--- config.mk ---
export PLATFORM = sky130hd
export DESIGN_NAME = input_debounce
export DESIGN_NICKNAME = d
export VERILOG_FILES = /design/src/rtl/input_debounce_pkg.sv /design/src/rtl/debounce_channel.sv /design/src/rtl/input_debounce.sv
export SDC_FILE = /design/constraint.sdc
export NUM_CORES = 1
export LEC_CHECK = 0
export CORE_MARGIN = 2
export CORE_UTILIZATION = 40
export CTS_BUF_LIST = sky130_fd_sc_hd__clkbuf_4 sky130_fd_sc_hd__clkbuf_8 sky130_fd_sc_hd__clkbuf_16
export DETAILED_ROUTE_END_ITERATION = 8
export GPL_TIMING_DRIVEN = 0
export MAX_ROUTING_LAYER = met4
export SLEW_MARGIN = 30
export SYNTH_ARGS = -nofsm -noshare
export SYNTH_HDL_FRONTEND = slang
export SYNTH_HIERARCHICAL = 1
export SYNTH_SLANG_ARGS = --single-unit
--- constraint.sdc ---
create_clock -name clk -period 2.15 [get_ports clk]
set_input_delay 0.215 -clock clk [delete_from_list [all_inputs] [get_ports clk]]
set_output_delay 0.215 -clock clk [all_outputs]
set_load 0.05 [all_outputs]
--- src/rtl/input_debounce_pkg.sv ---
// Shared types for the input debouncer: per-channel settle state.
package input_debounce_pkg;

  // STABLE while the counter is zero, COUNTING while a disagreement is being timed
  typedef enum logic {
    DB_STABLE   = 1'b0,
    DB_COUNTING = 1'b1
  } db_state_e;

endpackage : input_debounce_pkg

--- src/rtl/debounce_channel.sv ---
// One debounced channel: synchronizer chain, stability counter, registered level and edge strobes.
module debounce_channel
  import input_debounce_pkg::*;
#(
  parameter int unsigned BOUNCE_LIMIT = 300000,
  parameter int unsigned SYNC_STAGES  = 2,
  parameter bit          INIT_LEVEL   = 1'b0
) (
  input  logic clk,
  input  logic reset,
  input  logic switch_in,
  output logic switch_out,
  output logic switch_rise,
  output logic switch_fall
);

  localparam int unsigned CNT_W = $clog2(BOUNCE_LIMIT + 1);
  localparam logic [CNT_W-1:0] CNT_LAST = CNT_W'(BOUNCE_LIMIT - 1);

  logic [SYNC_STAGES-1:0] sync_q, sync_d;
  logic [CNT_W-1:0]       cnt_q, cnt_d;
  logic                   out_q, out_d;
  logic                   rise_q, rise_d;
  logic                   fall_q, fall_d;
  logic                   sync_lvl_c;
  logic                   settle_c;
  db_state_e              state_c;

  assign sync_d     = {sync_q[SYNC_STAGES-2:0], switch_in};
  assign sync_lvl_c = sync_q[SYNC_STAGES-1];
  assign state_c    = (cnt_q == '0) ? DB_STABLE : DB_COUNTING;

  // Next-state: any agreement clears the count, so bounce time never accumulates
  always_comb begin
    cnt_d    = '0;
    out_d    = out_q;
    rise_d   = 1'b0;
    fall_d   = 1'b0;
    settle_c = 1'b0;
    unique case (state_c)
      DB_STABLE: begin
        if (sync_lvl_c != out_q) begin
          if (CNT_LAST == '0) settle_c = 1'b1;
          else                cnt_d    = CNT_W'(1);
        end
      end
      DB_COUNTING: begin
        if (sync_lvl_c != out_q) begin
          if (cnt_q == CNT_LAST) settle_c = 1'b1;
          else                   cnt_d    = cnt_q + CNT_W'(1);
        end
      end
      default: cnt_d = '0;
    endcase
    if (settle_c) begin
      out_d  = sync_lvl_c;
      rise_d = sync_lvl_c;
      fall_d = ~sync_lvl_c;
    end
  end

  always_ff @(posedge clk) begin
    if (reset) begin
      sync_q <= {SYNC_STAGES{INIT_LEVEL}};
      cnt_q  <= '0;
      out_q  <= INIT_LEVEL;
      rise_q <= 1'b0;
      fall_q <= 1'b0;
    end else begin
      sync_q <= sync_d;
      cnt_q  <= cnt_d;
      out_q  <= out_d;
      rise_q <= rise_d;
      fall_q <= fall_d;
    end
  end

  assign switch_out  = out_q;
  assign switch_rise = rise_q;
  assign switch_fall = fall_q;

endmodule : debounce_channel

--- src/rtl/input_debounce.sv ---
// Multi-channel synchronizer/debouncer for mechanical inputs; one independent channel per bit.
module input_debounce #(
  parameter int unsigned WIDTH        = 2,
  parameter int unsigned BOUNCE_LIMIT = 300000,
  parameter int unsigned SYNC_STAGES  = 2,
  parameter bit          INIT_LEVEL   = 1'b0
) (
  input  logic             clk,
  input  logic             reset,
  input  logic [WIDTH-1:0] switch_in,
  output logic [WIDTH-1:0] switch_out,
  output logic [WIDTH-1:0] switch_rise,
  output logic [WIDTH-1:0] switch_fall
);

  for (genvar g = 0; g < int'(WIDTH); g++) begin : g_ch
    debounce_channel #(
      .BOUNCE_LIMIT(BOUNCE_LIMIT),
      .SYNC_STAGES (SYNC_STAGES),
      .INIT_LEVEL  (INIT_LEVEL)
    ) u_ch (
      .clk        (clk),
      .reset      (reset),
      .switch_in  (switch_in[g]),
      .switch_out (switch_out[g]),
      .switch_rise(switch_rise[g]),
      .switch_fall(switch_fall[g])
    );
  end

endmodule : input_debounce

==> results.toml <==
[timing]
fin_worst_skew_ns = 0.00742
tightest_slew_ns = 0.538
holdWs_ns = 0.454
fin_crit_sh = 0.920
hold_viol = 0
fin_crit_ns = 1.98
tns_ns = 0
setup_ws_ns = 0.171
drv_slew = 0
setup_viol = 0
rsz0062_at_grt = "no"
max_slew_margin = 0.642
fmax_ghz = 0.505

[worst_setup_path]
r2r_slack_ns = 0.17
critPathKind = "flop to flop"
cp_data_arrival_time_ns = 2.16
r2r-end = "g_ch[1].u_ch/cnt_q[6]"
startpoint = "g_ch[1].u_ch/cnt_q[0]"
critPathRequiredTime_ns = 2.33
ff2ff_path_depth = 7
start_kind = "flop"
r2r_start = "g_ch[1].u_ch/cnt_q[0]"
crit_path_end = "g_ch[1].u_ch/cnt_q[6]"
endpoint_kind = "flop"
crit_fanout = 10

[global_route]
grt_pass1_wl_um = 7870
antenna_found_initial = 0
grt_max_degree = 17
grt_overflow = 0
grt_pass1_vias = 1674
grt_usage = 0.161

[yosys]
yosysWarnings = 6
synthCells = 242
syn_area_per_cell_sq_um = 9.54
ys_seq_elements = 48
synth_area_sq_mm = 0.00231
ys_types = 36
mappedNetlistNets = 250
ys_seq_area_frac = 0.416

[die]
coreArea_sq_mm = 0.00554
num_io_pins = 10
start_util = 0.417
rows = 27
die_h_um = 80.0
die_w_um = 80.0
die-area_sq_mm = 0.00640

[final_layout]
antenna_cells = 0
num-fill-cells = 565
fin_nets = 266
syn2layout_area_growth_pct = 11.8
fin_area_sq_mm = 0.00258
drive_gt1_frac = 0.162

[drt]
dr.pass1.iters = 4
remaining_drc_errors = 0
routedWlPerCell_um = 13.5
ant_nets = 0
drt_iter0_drc = 108
vias = 1803
wirelength_um = 4470
via_per_inst = 5.45

[clock_tree]
numClockSinks = 48
post_cts.repair.setup_buffers = 0
cts_made_buffers = 5
cts_max_level = 2
clock_latency_ns = 0.31
cts_buffer_depth = 2
cts_resized = 0
holdBufCountCts = 0
clk_pin_slew_worst_paths_ns = 0.10
cts_tree = "done"
root_buffer = "clkbuf_8"

[place]
dpl_cell_area_sq_mm = 0.00249
port_buffers = 9
gp_congestion = 0.781
post-place-ws_ns = 0.135
hpwl_um = 3040

[worst_hold_path]
hold_path_class = "flop to flop"

[power]
peakVddDrop_uv = 246
power.density_mw_per_mm2 = 576
p_leak_nw = 0.872
p_total_w = 0.00149

[run_status]
status = "finished, final reports clean"

[run]
cap_violations = 0
-- cells in the mapped netlist --
cell / number / share of area
o21ai_0: 6 / 0.013
a21oi_1: 2 / 0.0043
and4_4: 2 / 0.0098
and3_2: 2 / 0.0065
nand2_2: 2 / 0.0054
ha_1: 4 / 0.022
a211oi_2: 2 / 0.011
and2_2: 2 / 0.0065
nand4_1: 10 / 0.027
and4_1: 4 / 0.015
xor2_1: 24 / 0.091
o21ba_2: 2 / 0.0087
nand3_2: 2 / 0.0087
or4_4: 2 / 0.0098
nand2_1: 6 / 0.0098
nor3_1: 32 / 0.069
buf_2: 6 / 0.013
xnor2_1: 4 / 0.015
nand3_1: 18 / 0.039
dfxtp_1: 48 / 0.42
o31ai_4: 2 / 0.018
inv_1: 8 / 0.013
or4_1: 2 / 0.0065
o31ai_1: 4 / 0.013
nor2_1: 2 / 0.0033
buf_6: 2 / 0.0098
a211oi_1: 6 / 0.020
nor2_2: 2 / 0.0054
nor4b_1: 2 / 0.0076
nor4_1: 4 / 0.011
or3_1: 6 / 0.016
nor2b_1: 4 / 0.011
nand4_4: 2 / 0.018
buf_4: 4 / 0.013
and3_1: 10 / 0.027
nor3b_1: 2 / 0.0065
-- sequential cells by signal, indices dropped and copies added, names as in the netlist --
name	flops
g_ch.u_ch/switch_fall	2
g_ch.u_ch/sync_q	4
g_ch.u_ch/cnt_q	38
g_ch.u_ch/switch_out	2
g_ch.u_ch/switch_rise	2
-- final cells by class --
| type | instances | area, sq um | share of cell area |
|---|---|---|---|
| Buffer | 12 | 82.6 | 0.0320 |
| Sequential cell | 48 | 961 | 0.372 |
| Clock inverter | 3 | 23.8 | 0.00921 |
| Multi-Input combinational cell | 174 | 1240 | 0.479 |
| Tap cell | 72 | 90.1 | 0.0349 |
| Timing Repair Buffer | 9 | 90.1 | 0.0349 |
| Clock buffer | 5 | 68.8 | 0.0266 |
| Inverter | 8 | 30.0 | 0.0116 |
-- how the worst min path moves through the flow --
| stage | from | to | slack, ns | cells after the start |
|---|---|---|---|---|
| 4_1_cts | g_ch[0].u_ch/sync_q[0] | g_ch[0].u_ch/sync_q[1] | 0.46 | 1 |
| 2_1_floorplan | reset | g_ch[0].u_ch/switch_out | 0.28 | 1 |
| 3_3_place_gp | g_ch[0].u_ch/sync_q[0] | g_ch[0].u_ch/sync_q[1] | 0.42 | 1 |
| 3_5_place_dp | g_ch[0].u_ch/sync_q[0] | g_ch[0].u_ch/sync_q[1] | 0.43 | 1 |
| 6_report | g_ch[0].u_ch/sync_q[0] | g_ch[0].u_ch/sync_q[1] | 0.45 | 1 |
| 5_1_grt | switch_in[1] | g_ch[1].u_ch/sync_q[0] | 0.47 | 2 |
-- through the flow --
| step | utilization | cells |
|---|---|---|
| after floorplan | - | 242 |
| after global placement | 0.449 | 323 |
| after detailed placement | 0.449 | 323 |
| after CTS | 0.466 | 331 |
| after global routing | 0.466 | 331 |
| final | 0.466 | 331 |
-- metal layers --
layer / GRT usage / vias to the layer above / wire length [um]
li1: - / 917 / -
met1: 0.221 / 844 / 2360
met2: 0.229 / 36 / 1870
met3: 0.0407 / 6 / 173
met4: 0.0559 / 0 / 63
met5: - / - / 0
-- power breakdown --
group / internal [W] / switching (W)
Combinational: 0.0000150 / 0.0000204
Clock: 0.000231 / 0.000327
Sequential: 0.000893 / 0.00000290
-- placed cells by master (no fill, tap or decap), types with 4 or more instances in the layout --
| cell | count |
|---|---|
| dfxtp_1 | 48 |
| nor3_1 | 32 |
| xor2_1 | 24 |
| nand3_1 | 18 |
| and3_1 | 10 |
| nand4_1 | 10 |
| clkdlybuf4s50_1 | 9 |
| inv_1 | 8 |
| buf_2 | 6 |
| nand2_1 | 6 |
| o21ai_0 | 6 |
| or3_1 | 6 |
| a211oi_1 | 6 |
| clkbuf_8 | 5 |
| and4_1 | 4 |
| buf_4 | 4 |
| nor4_1 | 4 |
| xnor2_1 | 4 |
| nor2b_1 | 4 |
| o31ai_1 | 4 |
| ha_1 | 4 |
-- critical path, cell delays in order (launching register included) --
cell	delay, ns
dfxtp_1	0.35
inv_1	0.08
ha_1	0.14
nor4b_1	0.31
nand3_1	0.15
nor2_2	0.40
buf_2	0.33
nor3_1	0.08
-- cell families (layout without fill, tap and decap cells) --
logic type / after synthesis / in the layout / synth area share
adders and majority gates: 4 / 4 / 0.0217
xor gates and xnor gates: 28 / 28 / 0.106
AOI/OAI and AO/OA: 24 / 24 / 0.0878
and+or+nand+nor: 118 / 118 / 0.320
buffers and inverters: 20 / 37 / 0.0488
DFF: 48 / 48 / 0.416
(Power assumes the default switching activity.)
